File: config.mk
export PLATFORM = sky130hd
export DESIGN_NAME = message_scroller
export DESIGN_NICKNAME = d
export VERILOG_FILES = /design/src/rtl/disp_pkg.sv /design/src/rtl/button_debounce.sv /design/src/rtl/message_scroller.sv
export SDC_FILE = /design/constraint.sdc
export NUM_CORES = 1
export LEC_CHECK = 0
export ABC_AREA = 1
export BUFFER_PORTS_ARGS = -buffer_cell sky130_fd_sc_hd__buf_4
export CAP_MARGIN = 20
export CORE_ASPECT_RATIO = 0.7
export CORE_MARGIN = 2
export CORE_UTILIZATION = 42
export DETAILED_ROUTE_END_ITERATION = 16
export GPL_ROUTABILITY_DRIVEN = 0
export HOLD_SLACK_MARGIN = 0.06
export PLACE_DENSITY = 0.67
export SLEW_MARGIN = 5
export SYNTH_ARGS = -nofsm -noshare
export SYNTH_HDL_FRONTEND = slang
export SYNTH_SLANG_ARGS = --single-unit
File: constraint.sdc
create_clock -name clk -period 2.3 [get_ports clk]
set_input_delay 0.23 -clock clk [delete_from_list [all_inputs] [get_ports clk]]
set_output_delay 0.23 -clock clk [all_outputs]
set_load 0.05 [all_outputs]
File: src/rtl/disp_pkg.sv
// Constants and types shared by the message scroller and the seven-segment LED driver.
package disp_pkg;

   localparam int CHAR_W     = 4;
   localparam int NUM_DIGITS = 4;

   typedef enum logic {DB_STABLE, DB_COUNTING} db_state_t;

   // Digit k of a 16-digit message; digit 0 is the most significant nibble.
   function automatic logic [CHAR_W-1:0] msg_digit(input logic [63:0] msg, input logic [3:0] idx);
      return msg[63 - CHAR_W*int'(idx) -: CHAR_W];
   endfunction

endpackage

File: src/rtl/button_debounce.sv
// Two-flop synchronizer, counting debouncer and rising-edge detect for one raw push-button.
module button_debounce
   import disp_pkg::*;
#(
   parameter logic [15:0] DEBOUNCE_CYCLES = 16'd50000
) (
   input  logic clk,
   input  logic reset,
   input  logic raw_in,
   output logic level_out,
   output logic rise_pulse
);

   localparam int              CNT_W    = $clog2(DEBOUNCE_CYCLES);
   localparam logic [CNT_W-1:0] CNT_LAST = CNT_W'(DEBOUNCE_CYCLES - 16'd1);

   logic             r_sync1;
   logic             r_sync2;
   logic             r_level;
   logic             r_level_q;
   logic [CNT_W-1:0] r_cnt;
   db_state_t        r_state;

   // NOTE: every flop here uses <= so each one samples the values from before the edge.
   always_ff @(posedge clk) begin
      if (!reset) begin
         r_sync1   <= 1'b0;
         r_sync2   <= 1'b0;
         r_level   <= 1'b0;
         r_level_q <= 1'b0;
         r_cnt     <= '0;
         r_state   <= DB_STABLE;
      end else begin
         r_sync1   <= raw_in;
         r_sync2   <= r_sync1;
         r_level_q <= r_level;
         case (r_state)
            DB_STABLE: begin
               if (r_sync2 != r_level) begin
                  r_state <= DB_COUNTING;
                  r_cnt   <= CNT_W'(1);
               end else begin
                  r_cnt   <= '0;
               end
            end
            DB_COUNTING: begin
               // A sample matching the accepted level means the change was a glitch.
               if (r_sync2 == r_level) begin
                  r_state <= DB_STABLE;
                  r_cnt   <= '0;
               end else if (r_cnt == CNT_LAST) begin
                  r_level <= ~r_level;
                  r_state <= DB_STABLE;
                  r_cnt   <= '0;
               end else begin
                  r_cnt   <= r_cnt + CNT_W'(1);
               end
            end
            default: begin
               r_state <= DB_STABLE;
               r_cnt   <= '0;
            end
         endcase
      end
   end

   assign level_out  = r_level;
   assign rise_pulse = r_level & ~r_level_q;

endmodule

File: src/rtl/message_scroller.sv
// Presents a scrolling four-digit window of a fixed 16-digit hex message to the LED driver.
module message_scroller
   import disp_pkg::*;
#(
   parameter logic [63:0] MESSAGE         = 64'h0123456789ABCDEF,
   parameter logic [15:0] DEBOUNCE_CYCLES = 16'd50000,
   parameter logic [31:0] SCROLL_CYCLES   = 32'd25000000
) (
   input  logic              clk,
   input  logic              reset,
   input  logic              button,
   input  logic              auto_en,
   output logic [CHAR_W-1:0] char3,
   output logic [CHAR_W-1:0] char2,
   output logic [CHAR_W-1:0] char1,
   output logic [CHAR_W-1:0] char0,
   output logic [3:0]        offset,
   output logic              step_pulse
);

   localparam int               TICK_W      = $clog2(SCROLL_CYCLES);
   localparam logic [TICK_W-1:0] TICK_RELOAD = TICK_W'(SCROLL_CYCLES - 32'd1);

   logic              w_db_level;
   logic              w_db_rise;
   logic              w_btn_step;
   logic              w_tick;
   logic              w_step;
   logic [3:0]        w_next_offset;
   logic [TICK_W-1:0] r_tick_cnt;
   logic [3:0]        r_offset;
   logic              r_step_pulse;
   logic [CHAR_W-1:0] r_chars [NUM_DIGITS];

   button_debounce #(
      .DEBOUNCE_CYCLES (DEBOUNCE_CYCLES)
   ) u_debounce (
      .clk        (clk),
      .reset      (reset),
      .raw_in     (button),
      .level_out  (w_db_level),
      .rise_pulse (w_db_rise)
   );

   assign w_btn_step = w_db_rise & w_db_level;

   always_ff @(posedge clk) begin
      if (!reset || !auto_en || r_tick_cnt == '0) r_tick_cnt <= TICK_RELOAD;
      else                                         r_tick_cnt <= r_tick_cnt - TICK_W'(1);
   end

   assign w_tick        = auto_en && (r_tick_cnt == '0);
   // A press and a tick in the same cycle merge into a single advance.
   assign w_step        = w_btn_step | w_tick;
   assign w_next_offset = r_offset + 4'd1;

   always_ff @(posedge clk) begin
      if (!reset) begin
         r_offset     <= '0;
         r_step_pulse <= 1'b0;
         // NOTE: r_chars is a small flop array, not a RAM, so it can take a reset value.
         for (int i = 0; i < NUM_DIGITS; i++) r_chars[i] <= msg_digit(MESSAGE, 4'(i));
      end else begin
         r_step_pulse <= w_step;
         if (w_step) begin
            r_offset <= w_next_offset;
            for (int i = 0; i < NUM_DIGITS; i++) r_chars[i] <= msg_digit(MESSAGE, w_next_offset + 4'(i));
         end
      end
   end

   assign char3      = r_chars[0];
   assign char2      = r_chars[1];
   assign char1      = r_chars[2];
   assign char0      = r_chars[3];
   assign offset     = r_offset;
   assign step_pulse = r_step_pulse;

endmodule

==> metrics.csv <==
metric,value,unit
wl_per_cell,11.2,um
area_growth_syn_to_layout,15.6,%
reg2reg_slack,0.41,ns
regArea,1470,um2
worstSkewPairLatency,0.34,ns
syn_nets,403,
clockBufferDepth,2,
cts.sink_count,66,
synth-adder-area-share,2.79,%
clock.fmax,528,MHz
cts-buffers-inserted,9,
ctsResizeCount,0,
clock-root-buffer,clkbuf_8,
start_util,43.3,%
start_kind,register,
netlist_instances,392,
holdCritPathClass,input port to register,
path_class,register to register,
min_period_over_period,82.3,%
cts_tree,yes,
finalWirelength,5.87,mm
hold_end,u_debounce.r_sync2$_SDFF_PN0_,
min_period,1.89,ns
cts_setup_buffers,0,
grt_overflow,0,
critPathRequiredTime,2.57,ns
clock_skew,0.00923,ns
design_area,3630,um2
synth-edff-count,15,
synth_ff_type,dfxtp_1,
rsz0062_at_grt,no,
finalMaxSlewViolations,0,
drive_above_1_share,17.1,%
most-common-layout-cells,"nand2_1 (77), inv_1 (51), nor2_1 (51), dfxtp_1 (51), nand3_1 (26)",
grt_antenna_before_repair,0,
htreeDepth,3,
place_inst,509,
dr.first_iter.drc_count,131,
syn_area,3140,um2
ys_types,30,
core_area,7250,um2
preCtsSetupSlack,0.446,ns
ys_async_sr_fraction,0,%
fill_cells,668,
crit_path_end_kind,register,
hp-start,reset,
fin_hold_ws,0.227,ns
clk_pin_slew,0.07,ns
ys.warnings.count,0,
rows,26,
fin_setup_tns,0,ns
hpwl,4.29,mm
routed-via-count,2476,
status,"finished, final reports clean",
max-cap-violations,0,
syn_avg_cell_area,8.01,um2
r2r.worst_path.cells,11,
ys_ff_latch,66,
drt_first_pass_iters,5,
reg2reg_to,r_tick_cnt[23]$_SDFF_PP0_,
hold_violations,0,
drc_errors,0,
nets,434,
placed_area,3410,um2
ios,25,
p_per_area,637,nW/um2
die_y,76.3,um
total_power,2.31,mW
relSlewSlack,70.0,%
die_area,8190,um2
via_per_inst,4.71,
fin_cells,526,
portBuffers,24,
yosysSeqAreaShare,46.9,%
synth_mux_area_share,0,%
ant_nets,0,
grt_pass1_vias,2244,
worstPathMaxFanout,18,
grt_pass1_wl,10.2,mm
postLayoutCoreUtil,50.0,%
multi_input_area,1420,um2
grt_use_total,15.7,%
die_width,107,um
grt_max_degree,19,
synth-compound-area-share,3.87,%
tightest_slew,0.449,ns
min_path_cells,3,
r2r_start,r_tick_cnt[0]$_SDFF_PP1_,
leakage,1.49,nW
synth_top_family_by_area,simple AND/OR/NAND/NOR gates,
worst_slack,0.408,ns
peakVddDrop,239,uV
setup_viol,0,
final_common_cell,nand2_1,
diodes,0,
arrival,2.16,ns
cts_hold_buf,1,
synthSimpleGateAreaFrac,33.4,%
synth_xor_area_share,5.30,%
==> power by group <==
group / internal [mW] / total [mW] / switching (mW)
registers: 1.19 / 1.20 / 0.00424
clock network: 0.603 / 1.04 / 0.437
logic: 0.0192 / 0.0723 / 0.0531
total: 1.82 / 2.31 / 0.494
==> registers in the layout, summed over array words and instances (netlist names) <==
signal,count
r_tick_cnt,25
u_debounce.r_cnt,16
step_pulse,1
u_debounce.r_sync2,1
u_debounce.r_sync1,1
u_debounce.level_out,1
r_chars,15
u_debounce.r_state,1
offset,4
u_debounce.r_level_q,1
==> worst max-delay path, cell delays in order, from the launching register on <==
cell and delay [ns]:
dfxtp_1 0.34, inv_1 0.07, ha_1 0.22, nand2_1 0.13
nor2_2 0.07, nand2_2 0.12, inv_1 0.06, nand2_1 0.07
nor2_2 0.05, nor2_4 0.35, inv_2 0.17, a21oi_1 0.15
==> synth_stat cells (2+ instances only) <==
master | instances | area share, %
nor2_4 | 3 | 1.1
nand3b_1 | 2 | 0.48
nand4_1 | 13 | 2.6
nor2_2 | 15 | 3.0
or2_2 | 4 | 0.80
or2_0 | 2 | 0.40
ha_1 | 7 | 2.8
inv_2 | 2 | 0.24
xnor2_1 | 6 | 1.7
nor2_1 | 51 | 6.1
buf_2 | 2 | 0.32
nand2_8 | 2 | 1.3
xor2_1 | 13 | 3.6
dfxtp_1 | 51 | 33
buf_4 | 2 | 0.48
o21ai_0 | 9 | 1.4
edfxtp_1 | 15 | 14
inv_1 | 51 | 6.1
nand2_1 | 77 | 9.2
nand3_2 | 3 | 0.96
a21oi_1 | 14 | 2.2
nand2_2 | 3 | 0.60
nor3_1 | 13 | 2.1
nand3_1 | 26 | 4.1
==> layout make-up <==
class,count,share of cell area [%]
Clock buffer,10,3.52
Clock inverter,6,2.24
Inverter,54,5.62
Multi-Input combinational cell,266,39.2
Sequential cell,66,40.6
Tap cell,98,3.38
Timing Repair Buffer,26,5.45
==> kinds of logic after synthesis <==
| family | Yosys count |
|---|---|
| buffers and inverters | 60 |
| and+or+nand+nor | 216 |
| AOI/OAI and AO/OA | 24 |
| xor gates and xnor gates | 19 |
| adders and majority gates | 7 |
| DFF | 66 |
==> layer usage <==
metal / global-route usage (%) / up-vias / part of all wire, %
li1: - / 1311 / -
met1: 21.3 / 1108 / 51
met2: 23.1 / 51 / 43
met3: 5.22 / 6 / 5.2
met4: 6.23 / 0 / 1.1
met5: 0 / - / 0
==> worst max-delay path by stage <==
stage,start,end,slack (ns),depth (start not counted)
global route,r_tick_cnt[0]$_SDFF_PP1_,r_tick_cnt[23]$_SDFF_PP0_,0.20,11
CTS,r_tick_cnt[0]$_SDFF_PP1_,r_tick_cnt[23]$_SDFF_PP0_,0.41,11
detailed placement,offset[0]$_SDFFE_PN0P_,r_chars[3][3]$_SDFFCE_PN0P_,0.45,7
finish,r_tick_cnt[0]$_SDFF_PP1_,r_tick_cnt[23]$_SDFF_PP0_,0.41,11
global placement,offset[0]$_SDFFE_PN0P_,r_chars[3][3]$_SDFFCE_PN0P_,0.49,8
floorplan,offset[0]$_SDFFE_PN0P_,r_chars[3][3]$_SDFFCE_PN0P_,0.16,8
No activity file was read; power rests on OpenSTA's default activity.
